`src/rtl/ahb_pkg.sv`:
```
// Shared AHB-Lite encodings (HTRANS/HBURST/HRESP) and one-hot FSM state indices
// for the AHB slave interface and its checker.
package ahb_pkg;

    typedef enum logic [1:0] {
        HTRANS_IDLE   = 2'd0,
        HTRANS_BUSY   = 2'd1,
        HTRANS_NONSEQ = 2'd2,
        HTRANS_SEQ    = 2'd3
    } htrans_e;

    typedef enum logic [2:0] {
        HBURST_SINGLE = 3'd0,
        HBURST_INCR   = 3'd1,
        HBURST_WRAP4  = 3'd2,
        HBURST_INCR4  = 3'd3,
        HBURST_WRAP8  = 3'd4,
        HBURST_INCR8  = 3'd5,
        HBURST_WRAP16 = 3'd6,
        HBURST_INCR16 = 3'd7
    } hburst_e;

    localparam logic HRESP_OKAY  = 1'b0;
    localparam logic HRESP_ERROR = 1'b1;

    localparam int ST_IDLE_IDX   = 0;
    localparam int ST_ACCESS_IDX = 1;
    localparam int ST_ERR1_IDX   = 2;
    localparam int ST_ERR2_IDX   = 3;

    typedef enum logic [3:0] {
        ST_IDLE   = 4'b0001 << ST_IDLE_IDX,
        ST_ACCESS = 4'b0001 << ST_ACCESS_IDX,
        ST_ERR1   = 4'b0001 << ST_ERR1_IDX,
        ST_ERR2   = 4'b0001 << ST_ERR2_IDX
    } state_e;

endpackage

```
`src/rtl/ahb_slave_check.sv`:
```
// Address-phase legality check and byte-lane mask generation.
// Latency: purely combinational, zero cycles.
// Backpressure: none; results are consumed only when the caller samples a phase.
module ahb_slave_check
    import ahb_pkg::*;
#(
    parameter int AHB_DATA_WIDTH = 32,
    localparam int NL   = AHB_DATA_WIDTH / 8,
    localparam int OFFW = $clog2(NL)
) (
    input  logic [OFFW-1:0] offs,
    input  logic [2:0]      size,
    input  logic [1:0]      trans,
    input  logic [2:0]      burst,
    input  logic            prev_vld,
    input  logic [2:0]      prev_burst,
    output logic            legal,
    output logic [NL-1:0]   strb
);

    logic oversize;
    logic misalign;
    logic bad_seq;

    always_comb begin
        oversize = int'(size) > OFFW;
        misalign = 1'b0;
        for (int i = 0; i < OFFW; i++) begin
            if (i < int'(size) && offs[i]) misalign = 1'b1;
        end
        // A SEQ must continue a live burst of the same type.
        bad_seq = (trans == HTRANS_SEQ) && !(prev_vld && (prev_burst == burst));
        legal   = !(oversize || misalign || bad_seq);
        strb    = '0;
        for (int i = 0; i < NL; i++) begin
            strb[i] = (i >= int'(offs)) && (i < int'(offs) + (1 << size));
        end
    end

endmodule

```
`src/rtl/ahb_slave_if.sv`:
```
// AHB-Lite slave bridging one transfer at a time onto a local request bus; AHB_WSTRB_EN adds ahb_strb_in.
// Latency: local request the cycle after the address phase; back-to-back bursts with zero idle cycles.
// Backpressure: HREADYOUT follows other_ready_in; errors answer with a two-cycle ERROR response.
module ahb_slave_if
    import ahb_pkg::*;
#(
    parameter int AHB_ADDR_WIDTH = 32,
    parameter int AHB_DATA_WIDTH = 32
) (
    input  logic                        ahb_clk_in,
    input  logic                        ahb_rstn_in,
    input  logic                        ahb_sel_in,
    input  logic [AHB_ADDR_WIDTH-1:0]   ahb_addr_in,
    input  logic [1:0]                  ahb_trans_in,
    input  logic                        ahb_write_in,
    input  logic [2:0]                  ahb_size_in,
    input  logic [2:0]                  ahb_burst_in,
    input  logic [AHB_DATA_WIDTH-1:0]   ahb_wdata_in,
    input  logic                        ahb_ready_in,
`ifdef AHB_WSTRB_EN
    input  logic [AHB_DATA_WIDTH/8-1:0] ahb_strb_in,
`endif
    output logic                        ahb_readyout_out,
    output logic                        ahb_resp_out,
    output logic [AHB_DATA_WIDTH-1:0]   ahb_rdata_out,
    output logic                        other_valid_out,
    output logic [AHB_ADDR_WIDTH-1:0]   other_addr_out,
    output logic                        other_write_out,
    output logic [2:0]                  other_size_out,
    output logic [AHB_DATA_WIDTH/8-1:0] other_strb_out,
    output logic [AHB_DATA_WIDTH-1:0]   other_wdata_out,
    output logic [3:0]                  other_beat_out,
    input  logic                        other_ready_in,
    input  logic                        other_error_in,
    input  logic [AHB_DATA_WIDTH-1:0]   other_rdata_in
);

    localparam int NL   = AHB_DATA_WIDTH / 8;
    localparam int OFFW = $clog2(NL);

    state_e                    state;
    state_e                    phase_next;
    logic [AHB_ADDR_WIDTH-1:0] addr_q;
    logic                      write_q;
    logic [2:0]                size_q;
    logic [2:0]                burst_q;
    logic [NL-1:0]             strb_q;
    logic [3:0]                beat_q;
    logic                      prev_vld;

    logic          legal;
    logic [NL-1:0] lane_mask;
    logic          in_access;
    logic          null_wr;
    logic          active;
    logic          done_ok;
    logic          err_hit;
    logic          win;
    logic          sample;

    ahb_slave_check #(.AHB_DATA_WIDTH(AHB_DATA_WIDTH)) u_check (
        .offs       (ahb_addr_in[OFFW-1:0]),
        .size       (ahb_size_in),
        .trans      (ahb_trans_in),
        .burst      (ahb_burst_in),
        .prev_vld   (prev_vld),
        .prev_burst (burst_q),
        .legal      (legal),
        .strb       (lane_mask)
    );

    assign in_access = state[ST_ACCESS_IDX];

`ifdef AHB_WSTRB_EN
    // A write with no enabled lanes finishes locally without a request.
    assign null_wr        = write_q && (ahb_strb_in == '0);
    assign other_strb_out = active ? (write_q ? (strb_q & ahb_strb_in) : strb_q) : '0;
`else
    assign null_wr        = 1'b0;
    assign other_strb_out = active ? strb_q : '0;
`endif

    assign active  = in_access && !null_wr;
    assign done_ok = null_wr || (other_ready_in && !other_error_in);
    assign err_hit = active && other_ready_in && other_error_in;
    // Edges where the bus may hand us a new address phase.
    assign win     = state[ST_IDLE_IDX] || state[ST_ERR2_IDX] || (in_access && done_ok);
    assign sample  = win && ahb_sel_in && ahb_ready_in && ahb_trans_in[1];

    assign phase_next = !sample ? ST_IDLE : (legal ? ST_ACCESS : ST_ERR1);

    assign other_valid_out  = active;
    assign other_addr_out   = active ? addr_q : '0;
    assign other_write_out  = active && write_q;
    assign other_size_out   = active ? size_q : '0;
    assign other_wdata_out  = active ? ahb_wdata_in : '0;
    assign other_beat_out   = active ? beat_q : '0;
    assign ahb_rdata_out    = (active && other_ready_in) ? other_rdata_in : '0;
    assign ahb_readyout_out = win;
    assign ahb_resp_out     = (state[ST_ERR1_IDX] || state[ST_ERR2_IDX]) ? HRESP_ERROR : HRESP_OKAY;

    always_ff @(posedge ahb_clk_in or negedge ahb_rstn_in) begin
        if (!ahb_rstn_in) begin
            state    <= ST_IDLE;
            addr_q   <= '0;
            write_q  <= 1'b0;
            size_q   <= '0;
            burst_q  <= '0;
            strb_q   <= '0;
            beat_q   <= '0;
            prev_vld <= 1'b0;
        end else begin
            if (sample) begin
                addr_q   <= ahb_addr_in;
                write_q  <= ahb_write_in;
                size_q   <= ahb_size_in;
                burst_q  <= ahb_burst_in;
                strb_q   <= lane_mask;
                beat_q   <= (ahb_trans_in == HTRANS_NONSEQ) ? 4'd0 : beat_q + 4'd1;
                prev_vld <= legal;
            end else if ((win && !(ahb_sel_in && ahb_trans_in == HTRANS_BUSY)) || err_hit) begin
                prev_vld <= 1'b0;
            end

            case (state)
                ST_ERR1:   state <= ST_ERR2;
                ST_ACCESS: begin
                    if (err_hit)      state <= ST_ERR1;
                    else if (done_ok) state <= phase_next;
                end
                default:   state <= phase_next;
            endcase
        end
    end

endmodule

```
`config.mk`:
```
export PLATFORM = sky130hd
export DESIGN_NAME = ahb_slave_if
export DESIGN_NICKNAME = d
export VERILOG_FILES = /design/src/rtl/ahb_pkg.sv /design/src/rtl/ahb_slave_check.sv /design/src/rtl/ahb_slave_if.sv
export SDC_FILE = /design/constraint.sdc
export NUM_CORES = 1
export LEC_CHECK = 0
export BUFFER_PORTS_ARGS = -buffer_cell sky130_fd_sc_hd__buf_2
export CAP_MARGIN = 20
export CELL_PAD_IN_SITES_DETAIL_PLACEMENT = 0
export CELL_PAD_IN_SITES_GLOBAL_PLACEMENT = 1
export CORE_MARGIN = 4
export CORE_UTILIZATION = 29
export DETAILED_ROUTE_END_ITERATION = 10
export GPL_TIMING_DRIVEN = 1
export PLACE_DENSITY = 0.89
export SYNTH_ARGS = -nofsm -noshare
export SYNTH_HDL_FRONTEND = slang
export SYNTH_SLANG_ARGS = --single-unit
```
`constraint.sdc`:
```
create_clock -name ahb_clk_in -period 3.05 [get_ports ahb_clk_in]
set_clock_uncertainty 0.05 [all_clocks]
set_input_delay 0.1525 -clock ahb_clk_in [delete_from_list [all_inputs] [get_ports ahb_clk_in]]
set_output_delay 0.1525 -clock ahb_clk_in [all_outputs]
set_load 0.1 [all_outputs]
```
==> results of run 1 <==
==> cells in the final DEF, fill, tap and decap left out, types with 5 or more instances in the layout <==
cell           instances
a21oi_1                5
and2_1                76
and3_1                32
buf_2                221
clkbuf_8               5
dfrtp_1               50
dlygate4sd3_1         30
nand2_1              135
nand3_1                6
nor3_1                 5
o21ai_0                6
==> report_power, final <==
| part | switching [mW] | internal [mW] | total (mW) |
|---|---|---|---|
| Combinational | 0.250 | 0.161 | 0.411 |
| Sequential | 0.0718 | 0.811 | 0.883 |
| Clock | 0.220 | 0.244 | 0.464 |
==> cell type report <==
class	count	area, sq um	area share [%]
sequential	52	1300	28.5
tap	133	166	3.64
clock inverter	2	35.0	0.766
timing repair buffer	255	1440	31.4
clock buffer	6	72.6	1.59
multi-input combinational	297	1560	34.1
==> worst max path at each step <==
stage	end	slack (ns)
detailed placement	strb_q[0]	0.88
floorplan	ahb_rdata_out[10]	0.53
global placement	state[2]	0.99
CTS	ahb_rdata_out[27]	0.77
finish	ahb_rdata_out[27]	0.79
global route	ahb_rdata_out[27]	0.64
==> sequential cells by signal (all words and copies together) (netlist names) <==
signal,flops
addr_q,32
beat_q,4
state,4
strb_q,4
burst_q,3
size_q,3
prev_vld,1
write_q,1
==> cell usage after synthesis <==
cell	instances	share of area [%]
xnor2_1	3	0.89
o41ai_1	1	0.30
a21o_1	1	0.25
nor2b_1	2	0.42
nand2_1	135	17
nor3b_1	1	0.25
buf_2	1	0.17
nand3b_2	1	0.38
o21ai_0	6	1.0
o31ai_1	1	0.25
and2_1	76	16
or2_2	1	0.21
o21bai_1	1	0.25
ha_1	3	1.3
o32ai_1	1	0.30
fa_1	1	0.68
dfrtp_1	51	43
or3_1	1	0.21
o22ai_1	1	0.21
a21oi_1	5	0.85
clkbuf_1	23	2.9
clkbuf_2	1	0.17
nand2b_1	4	0.85
buf_4	1	0.25
nor4bb_1	1	0.34
a32o_1	1	0.34
or4_1	1	0.25
a41oi_1	1	0.30
dfstp_2	1	0.89
nand3_1	6	1.0
a21oi_2	1	0.30
nor2_1	4	0.51
and3_1	32	6.8
nor3_1	5	0.85
==> per-layer routing <==
| metal | up-vias | wire length [microns] | GRT usage, % |
|---|---|---|---|
| li1 | 1660 | - | - |
| met1 | 1512 | 4140 | 19.9 |
| met2 | 139 | 5600 | 31.9 |
| met3 | 14 | 956 | 4.50 |
| met4 | 2 | 238 | 5.41 |
| met5 | - | 13 | 0 |
==> per-stage QoR <==
stage	util [%]	std cells	area [sq um]	hold slack [ns]	worst slack [ns]
5_1_grt	46.4	745	4570	0.0104	0.635
4_1_cts	46.4	745	4570	0.00819	0.765
6_report	46.4	745	4570	0.0152	0.788
3_3_place_gp	42.2	707	4170	0.110	0.987
3_5_place_dp	42.2	707	4170	0.118	0.884
2_1_floorplan	-	375	2960	-0.193	0.529
==> worst max-delay path: stages (launching register included) <==
cell	delay, ns
dfrtp_2	0.37
buf_4	0.63
and3_1	0.31
buf_2	0.44
==> cell families (layout without fill, tap and decap cells) <==
logic type	Yosys count	after routing	synth area share, %
buffers and inverters	26	263	3.51
flip-flops	52	52	44.0
AO/OA/AOI/OAI	20	20	4.36
adder cells (fa/ha/maj)	4	4	1.95
AND/OR/NAND/NOR	270	270	45.3
XOR/XNOR	3	3	0.888
==> results.txt, run 1 <==
initial antenna violation count: 1
Mapped Nets: 490
CTS buffer count: 5
Mapped Area: 0.00296 sq mm
via count: 3327
H-tree Lvls: 2
CTS Hold Bufs: 30
kind of end point of the critical path: primary output
PwrDens: 384 mW/mm^2
number of diodes: 0
Reg clk slew, reported paths: 0.09 ns
final setup TNS: 0 ns
Ports: 222
Worst Max-Slew Pin Slew: 0.797 ns
TritonCTS clock tree: done
Filler cells: 964
drt pass-1 iters: 4
synth unique cells: 34
Overall Power: 1.76 mW
post-route ant nets: 0
FF-to-FF setup slack: 0.87 ns
Hold/Removal Path Class: input pin to flop
core box area: 0.00986 sq mm
GRT Total Usage: 17.5%
Port-buffer cells: 221
startpoint types: flop
share of layout cells above drive strength 1: 38.7%
Via density: 4.47
Post-Syn Area per Cell: 7.89 sq um
Worst Setup SP: state[1]
final WL: 11000 microns
clock sink count: 52
clock latency on the worst-skew pair: 0.30 ns
critical path arrival: 2.06 ns
Fmax: 0.442 GHz
Final Hold Viols: 0
Synth warnings: 0
hold depth: 3
Die Span Y: 109 microns
reg2reg start: state[3]
Post-CTS Setup Repair Bufs: 0
VDD IR max: 0.192 mV
DR iter-0 viols: 150
Worst Hold Endpoint: addr_q[19]
Hold Crit Start: ahb_addr_in[19]
nets: 726
Max-Cap Viols: 0
vias in the first global route: 3327
starting density of the core: 30.0%
Die Width: 109 microns
relative slew slack: 46.9%
Final Slew Violations: 0
gpl congestion: 0.781
RSZ-0062 raised after global routing: no
Mapped Cells: 375
FF+latch count, synth: 52
Area growth syn-to-layout: 54.6%
Leak: 2.81 nW
first-pass GRT wire length: 16400 microns
Critical Path RT: 2.85 ns
drt drc: 0
Final period util: 74.2%
Post-CTS Resized: 0
status: finished, final reports clean
Remaining Overflow, GRT: 0
reg-to-reg endpoint: strb_q[0]
pin count of the biggest net entering global routing: 114
wire per inst: 14.7 microns
Reg2Reg Depth: 5
Root Driver: clkbuf_8
critical path class: flop to primary output
Final setup viols: 0
Seq/Total Area, Yosys: 44.0%
Max FO, Critical Path: 113
total die area: 0.0119 sq mm
Rows: 36
min Tclk post-route: 2.26 ns
dpl hpwl: 8270 microns
Clock Tree Buf Depth: 2
No activity file was read; power rests on OpenSTA's default activity.
==> run 2, diff against run 1 <==
- CORE_UTILIZATION: 29 -> 24
- PLACE_DENSITY: 0.89 -> 0.79
- clock period: 3.05 -> 1.9 ns (I/O delays scaled with it)
==> results.txt, run 2 (synthesized netlist as in run 1, its figures left out) <==
status: finished, final reports clean
Rows: 40 (+11%)
most frequent cells in the layout: nand2_1 (135), buf_12 (112), buf_2 (111)
RSZ-0062 raised after global routing: no
wire per inst: 14.9 microns (+1.5%)
Post-CTS Resized: 0 (unchanged)
post-route ant nets: 0 (unchanged)
commonest non-fill, non-tap cell in the layout: nand2_1
cells along the critical path: buf_12, and3_2, buf_12
Fmax: 0.643 GHz
Hold/Removal Path Class: input pin to flop
final WL: 11800 microns (+7.8%)
placed cell areas: 0.00607 sq mm (+46%)
reg-to-reg endpoint: addr_q[12]
dpl hpwl: 9220 microns (+11%)
routed wl met3: 859 microns (-10%)
clock latency on the worst-skew pair: 0.28 ns (-0.02 ns)
first-pass GRT wire length: 19100 microns (+17%)
nets: 737 (+1.5%)
Final period util: 81.8%
Die Span Y: 119 microns (+9.2%)
Max FO, Critical Path: 81 (-28%)
VDD IR max: 0.372 mV (+94%)
pin count of the biggest net entering global routing: 82 (-28%)
critical path class: flop to primary output
Multi-input gate area: 0.00170 sq mm (+8.7%)
initial antenna violation count: 1 (unchanged)
Filler cells: 1007 (+4.5%)
Reg2Reg Depth: 6 (+1)
Worst Max-Slew Pin Slew: 0.491 ns (-0.306 ns)
cell mode on critical path: buf_12
reg2reg start: state[0]
via count: 3438 (+3.3%)
Final Hold Viols: 0 (unchanged)
uppermost layer routed: met5
Critical Path Max Stage Delay: 0.40 ns (-0.23 ns)
Port-buffer cells: 221 (unchanged)
Final setup viols: 0 (unchanged)
share of layout cells above drive strength 1: 56.5% (+18 points)
relative slew slack: 67.5% (+21 points)
final setup TNS: 0 ns (unchanged)
M1 WL: 4710 microns (+14%)
startpoint types: flop
kind of end point of the critical path: primary output
delay-heaviest family, CP: buffers and inverters
max reg flops: 32 (unchanged)
drt pass-1 iters: 4 (unchanged)
Via density: 4.35 (-2.7%)
Root Driver: clkbuf_16
Reg area: 0.00130 sq mm (unchanged)
Critical Path RT: 1.75 ns (-1.10 ns)
hold depth: 3 (unchanged)
vias in the first global route: 3633 (+9.2%)
core box area: 0.0121 sq mm (+22%)
Biggest register: addr_q
gpl congestion: 0.861 (+10%)
clock sink count: 52 (unchanged)
Clock Tree Buf Depth: 2 (unchanged)
Leak: 3.22 nW (+15%)
drt drc: 0 (unchanged)
CTS buffer count: 5 (unchanged)
critical path arrival: 1.41 ns (-0.65 ns)
H-tree Lvls: 2 (unchanged)
worst path buffer plus inverter count: 2 (unchanged)
Die Width: 119 microns (+9.2%)
Ports: 222 (unchanged)
WHS: 0.0341 ns (+0.0189 ns)
CP max stage cell: dfrtp_2
Worst Hold Endpoint: addr_q[0]
Remaining Overflow, GRT: 0 (unchanged)
final core utilization: 54.5% (+8.1 points)
PwrDens: 476 mW/mm^2 (+24%)
FF-to-FF setup slack: 0.36 ns (-0.51 ns)
starting density of the core: 24.5% (-5.5 points)
GRT Total Usage: 16.6% (-0.90 points)
min Tclk post-route: 1.55 ns
Reg clk slew, reported paths: 0.06 ns (-0.03 ns)
fin area: 0.00657 sq mm (+44%)
number of diodes: 0 (unchanged)
Area growth syn-to-layout: 122%
met2 routed WL: 6020 microns (+7.5%)
total die area: 0.0142 sq mm (+19%)
Hold Crit Start: ahb_addr_in[0]
Final Slew Violations: 0 (unchanged)
Max-Cap Viols: 0 (unchanged)
TritonCTS clock tree: done
DR iter-0 viols: 180 (+20%)
-- run 2: where the power goes --
group / switching [mW] / total (mW) / internal, mW
logic: 0.429 / 0.769 / 0.341
registers: 0.107 / 1.41 / 1.30
clock network: 0.385 / 0.947 / 0.562
-- run 2: cell type report --
class                      instances  share of cell area [%]
sequential                        52                    19.8
clock buffer                       8                    2.38
timing repair buffer             266                    48.8
tap                              168                    3.20
multi-input combinational        297                    25.8
-- run 2: how the worst max path moves through the flow --
stage                         from                 to  depth (start not counted)
floorplan                 state[1]  ahb_rdata_out[10]                          3
global placement    ahb_size_in[2]          strb_q[0]                          8
detailed placement  ahb_size_in[2]          strb_q[0]                          8
CTS                       state[0]          beat_q[2]                          6
global route        ahb_size_in[2]          strb_q[0]                          8
finish                    state[1]  ahb_rdata_out[29]                          3
-- run 2: worst reg2reg max path, stage by stage, from the launching register on --
cell,delay (ns)
dfstp_2,0.54
nor2_1,0.06
a21o_2,0.21
buf_4,0.20
buf_4,0.22
nand2_1,0.09
nand2_1,0.06
-- run 2: repair_timing --
item,in CTS,in global routing
buffers inserted,0,0
hold buffers,35,0
hold endpoints to repair,85,0
-- run 2: per-stage QoR --
step / instances / power (mW) / worst slack, ns
2_1_floorplan: 375 / 1.81 / 0.00793
3_3_place_gp: 748 / 2.11 / 0.174
3_5_place_dp: 748 / 2.15 / 0.0773
4_1_cts: 791 / 3.17 / 0.329
5_1_grt: 791 / 3.33 / 0.234
6_report: 791 / 3.13 / 0.345
-- run 2: layer usage --
layer,global-route usage (%),vias to the layer above
li1,-,1680
met3,4.46,17
met1,19.9,1589
met2,29.7,150
met5,0,-
met4,3.62,2
==> run 3, diff against run 2 <==
- clock period: 1.9 -> 1.3 ns (I/O delays scaled with it)
==> results.txt, run 3 (synthesized netlist as in run 1, its figures left out) <==
Ports: 222 (unchanged)
initial antenna violation count: 0 (-1)
Die Span Y: 119 microns (unchanged)
NetSw: 1.66 mW (+80%)
total die area: 0.0142 sq mm (unchanged)
TritonCTS clock tree: done
Hold/Removal Path Class: input pin to flop
most frequent cells in the layout: buf_12 (120), buf_2 (111), and2_4 (76)
commonest non-fill, non-tap cell in the layout: buf_12
placed cell areas: 0.00646 sq mm (+6.6%)
Root Driver: clkbuf_16
Final period util: 121%
status: complete, but fails checks
final core utilization: 65.9% (+11 points)
dpl cells: 766 (+2.4%)
critical path class: flop to primary output
critical path arrival: 1.45 ns (+0.04 ns)
count of non-filler cells in the finished layout: 829 (+4.8%)
H-tree Lvls: 2 (unchanged)
Biggest register: addr_q
nets: 775 (+5.2%)
startpoint types: flop
Sw Ratio: 31.6% (+2.2 points)
CP Capture Point: ahb_rdata_out[25]
drt pass-1 iters: 6 (+2)
min Tclk post-route: 1.57 ns
internal power: 3.58 mW (+62%)
CTS buffer count: 5 (unchanged)
Clock Tree Buf Depth: 2 (unchanged)
Worst Max-Slew Pin Slew: 0.372 ns (-0.118 ns)
failing checks: negative setup slack
kind of end point of the critical path: primary output
Area growth syn-to-layout: 169%
Reg2Reg Depth: 5 (-1)
clock sink count: 52 (unchanged)
Clk network pwr share: 28.7% (-1.6 points)
relative slew slack: 75.1% (+7.6 points)
Port-buffer cells: 221 (unchanged)
core box area: 0.0121 sq mm (unchanged)
Overall Power: 5.23 mW (+67%)
Fmax: 0.637 GHz
final setup TNS: -35.45 ns (-35.45 ns)
Remaining Overflow, GRT: 0 (unchanged)
worst setup margin: -0.269 ns (-0.615 ns)
clock latency on the worst-skew pair: 0.29 ns (about the same)
Final Hold Viols: 0 (unchanged)
Rows: 40 (unchanged)
reg2reg start: state[1]
PwrDens: 658 mW/mm^2 (+38%)
dpl hpwl: 9450 microns (+2.6%)
Max-Cap Viols: 0 (unchanged)
max reg flops: 32 (unchanged)
Seq pwr share: 40.6% (-4.5 points)
Leak: 3.76 nW (+17%)
post-route ant nets: 0 (unchanged)
WHS: 0.0404 ns (+0.00638 ns)
Final Slew Violations: 0 (unchanged)
FF-to-FF setup slack: -0.27 ns (-0.63 ns)
GRT Total Usage: 16.7% (+0.15 points)
RSZ-0062 raised after global routing: yes
Die Width: 119 microns (unchanged)
Setup WS pre-CTS: -0.429 ns (-0.507 ns)
final WL: 14200 microns (+21%)
wire per inst: 17.2 microns (+15%)
pin count of the biggest net entering global routing: 53 (-35%)
DR iter-0 viols: 178 (-1.1%)
number of diodes: 0 (unchanged)
first-pass GRT wire length: 19600 microns (+2.9%)
Reg clk slew, reported paths: 0.07 ns (about the same)
fin area: 0.00794 sq mm (+21%)
logic gate share of total power: 30.6% (+6.0 points)
via count: 3711 (+7.9%)
Final setup viols: 162 (+162)
VDD IR max: 0.558 mV (+50%)
Worst Setup SP: state[1]
Max FO, Critical Path: 8 (-90%)
vias in the first global route: 3742 (+3.0%)
Critical Path RT: 1.19 ns (-0.56 ns)
share of layout cells above drive strength 1: 75.5% (+19 points)
starting density of the core: 24.5% (unchanged)
gpl congestion: 0.835 (-3.0%)
Via density: 4.48 (+3.0%)
drt drc: 0 (unchanged)
reg-to-reg endpoint: beat_q[3]
-- run 3: how the worst min path moves through the flow --
stage                     slack, ns  depth (start not counted)      startpoint        end
final                          0.04                          2  other_ready_in   state[1]
after CTS                      0.02                          2  other_ready_in   state[1]
after global routing           0.04                          2  other_ready_in   state[1]
after global placement         0.03                          2     ahb_rstn_in  addr_q[1]
after detailed placement       0.04                          2     ahb_rstn_in  addr_q[1]
after floorplan               -0.28                          0     ahb_rstn_in  addr_q[0]
-- run 3: power by group through the flow --
stage | Clock, mW | Combinational, mW | Sequential (mW)
6_report | 1.50 | 1.60 | 2.13
3_3_place_gp | 0 | 1.11 | 2.08
2_1_floorplan | 0 | 0.627 | 2.07
3_5_place_dp | 0 | 1.16 | 2.10
4_1_cts | 1.54 | 1.28 | 2.07
5_1_grt | 1.62 | 1.73 | 2.17
-- run 3: worst max-delay path: stages (launching register included) --
cell       delay (ns)
dfrtp_4          0.50
buf_12           0.16
clkbuf_16        0.16
and3_4           0.18
buf_12           0.16
-- run 3: what timing repair did --
item | CTS | global route
pin swaps | 1 | 97
gates cloned | 1 | 12
hold endpoints to repair | 86 | 0
endpoints found under the setup margin | 160 | 162
hold buffers | 35 | 0
resized for setup | 24 | 159
setup buffers | 1 | 7
-- run 3: layout make-up --
cell class	count	area (sq um)
clock buffers	6	129
clock inverters	2	35.0
fillers	877	4120
multi-input cells	297	2430
flip-flops and latches	52	1310
well taps	168	210
repair buffers	304	3830
-- run 3: metal layers --
metal | global-route usage [%] | share of wire (%) | up-vias | wire (microns)
li1 | - | - | 1769 | -
met1 | 18.5 | 37 | 1785 | 5250
met2 | 31.7 | 56 | 145 | 7910
met3 | 4.75 | 6.2 | 12 | 889
met4 | 3.40 | 1.3 | 0 | 180
met5 | 0 | 0 | - | 0
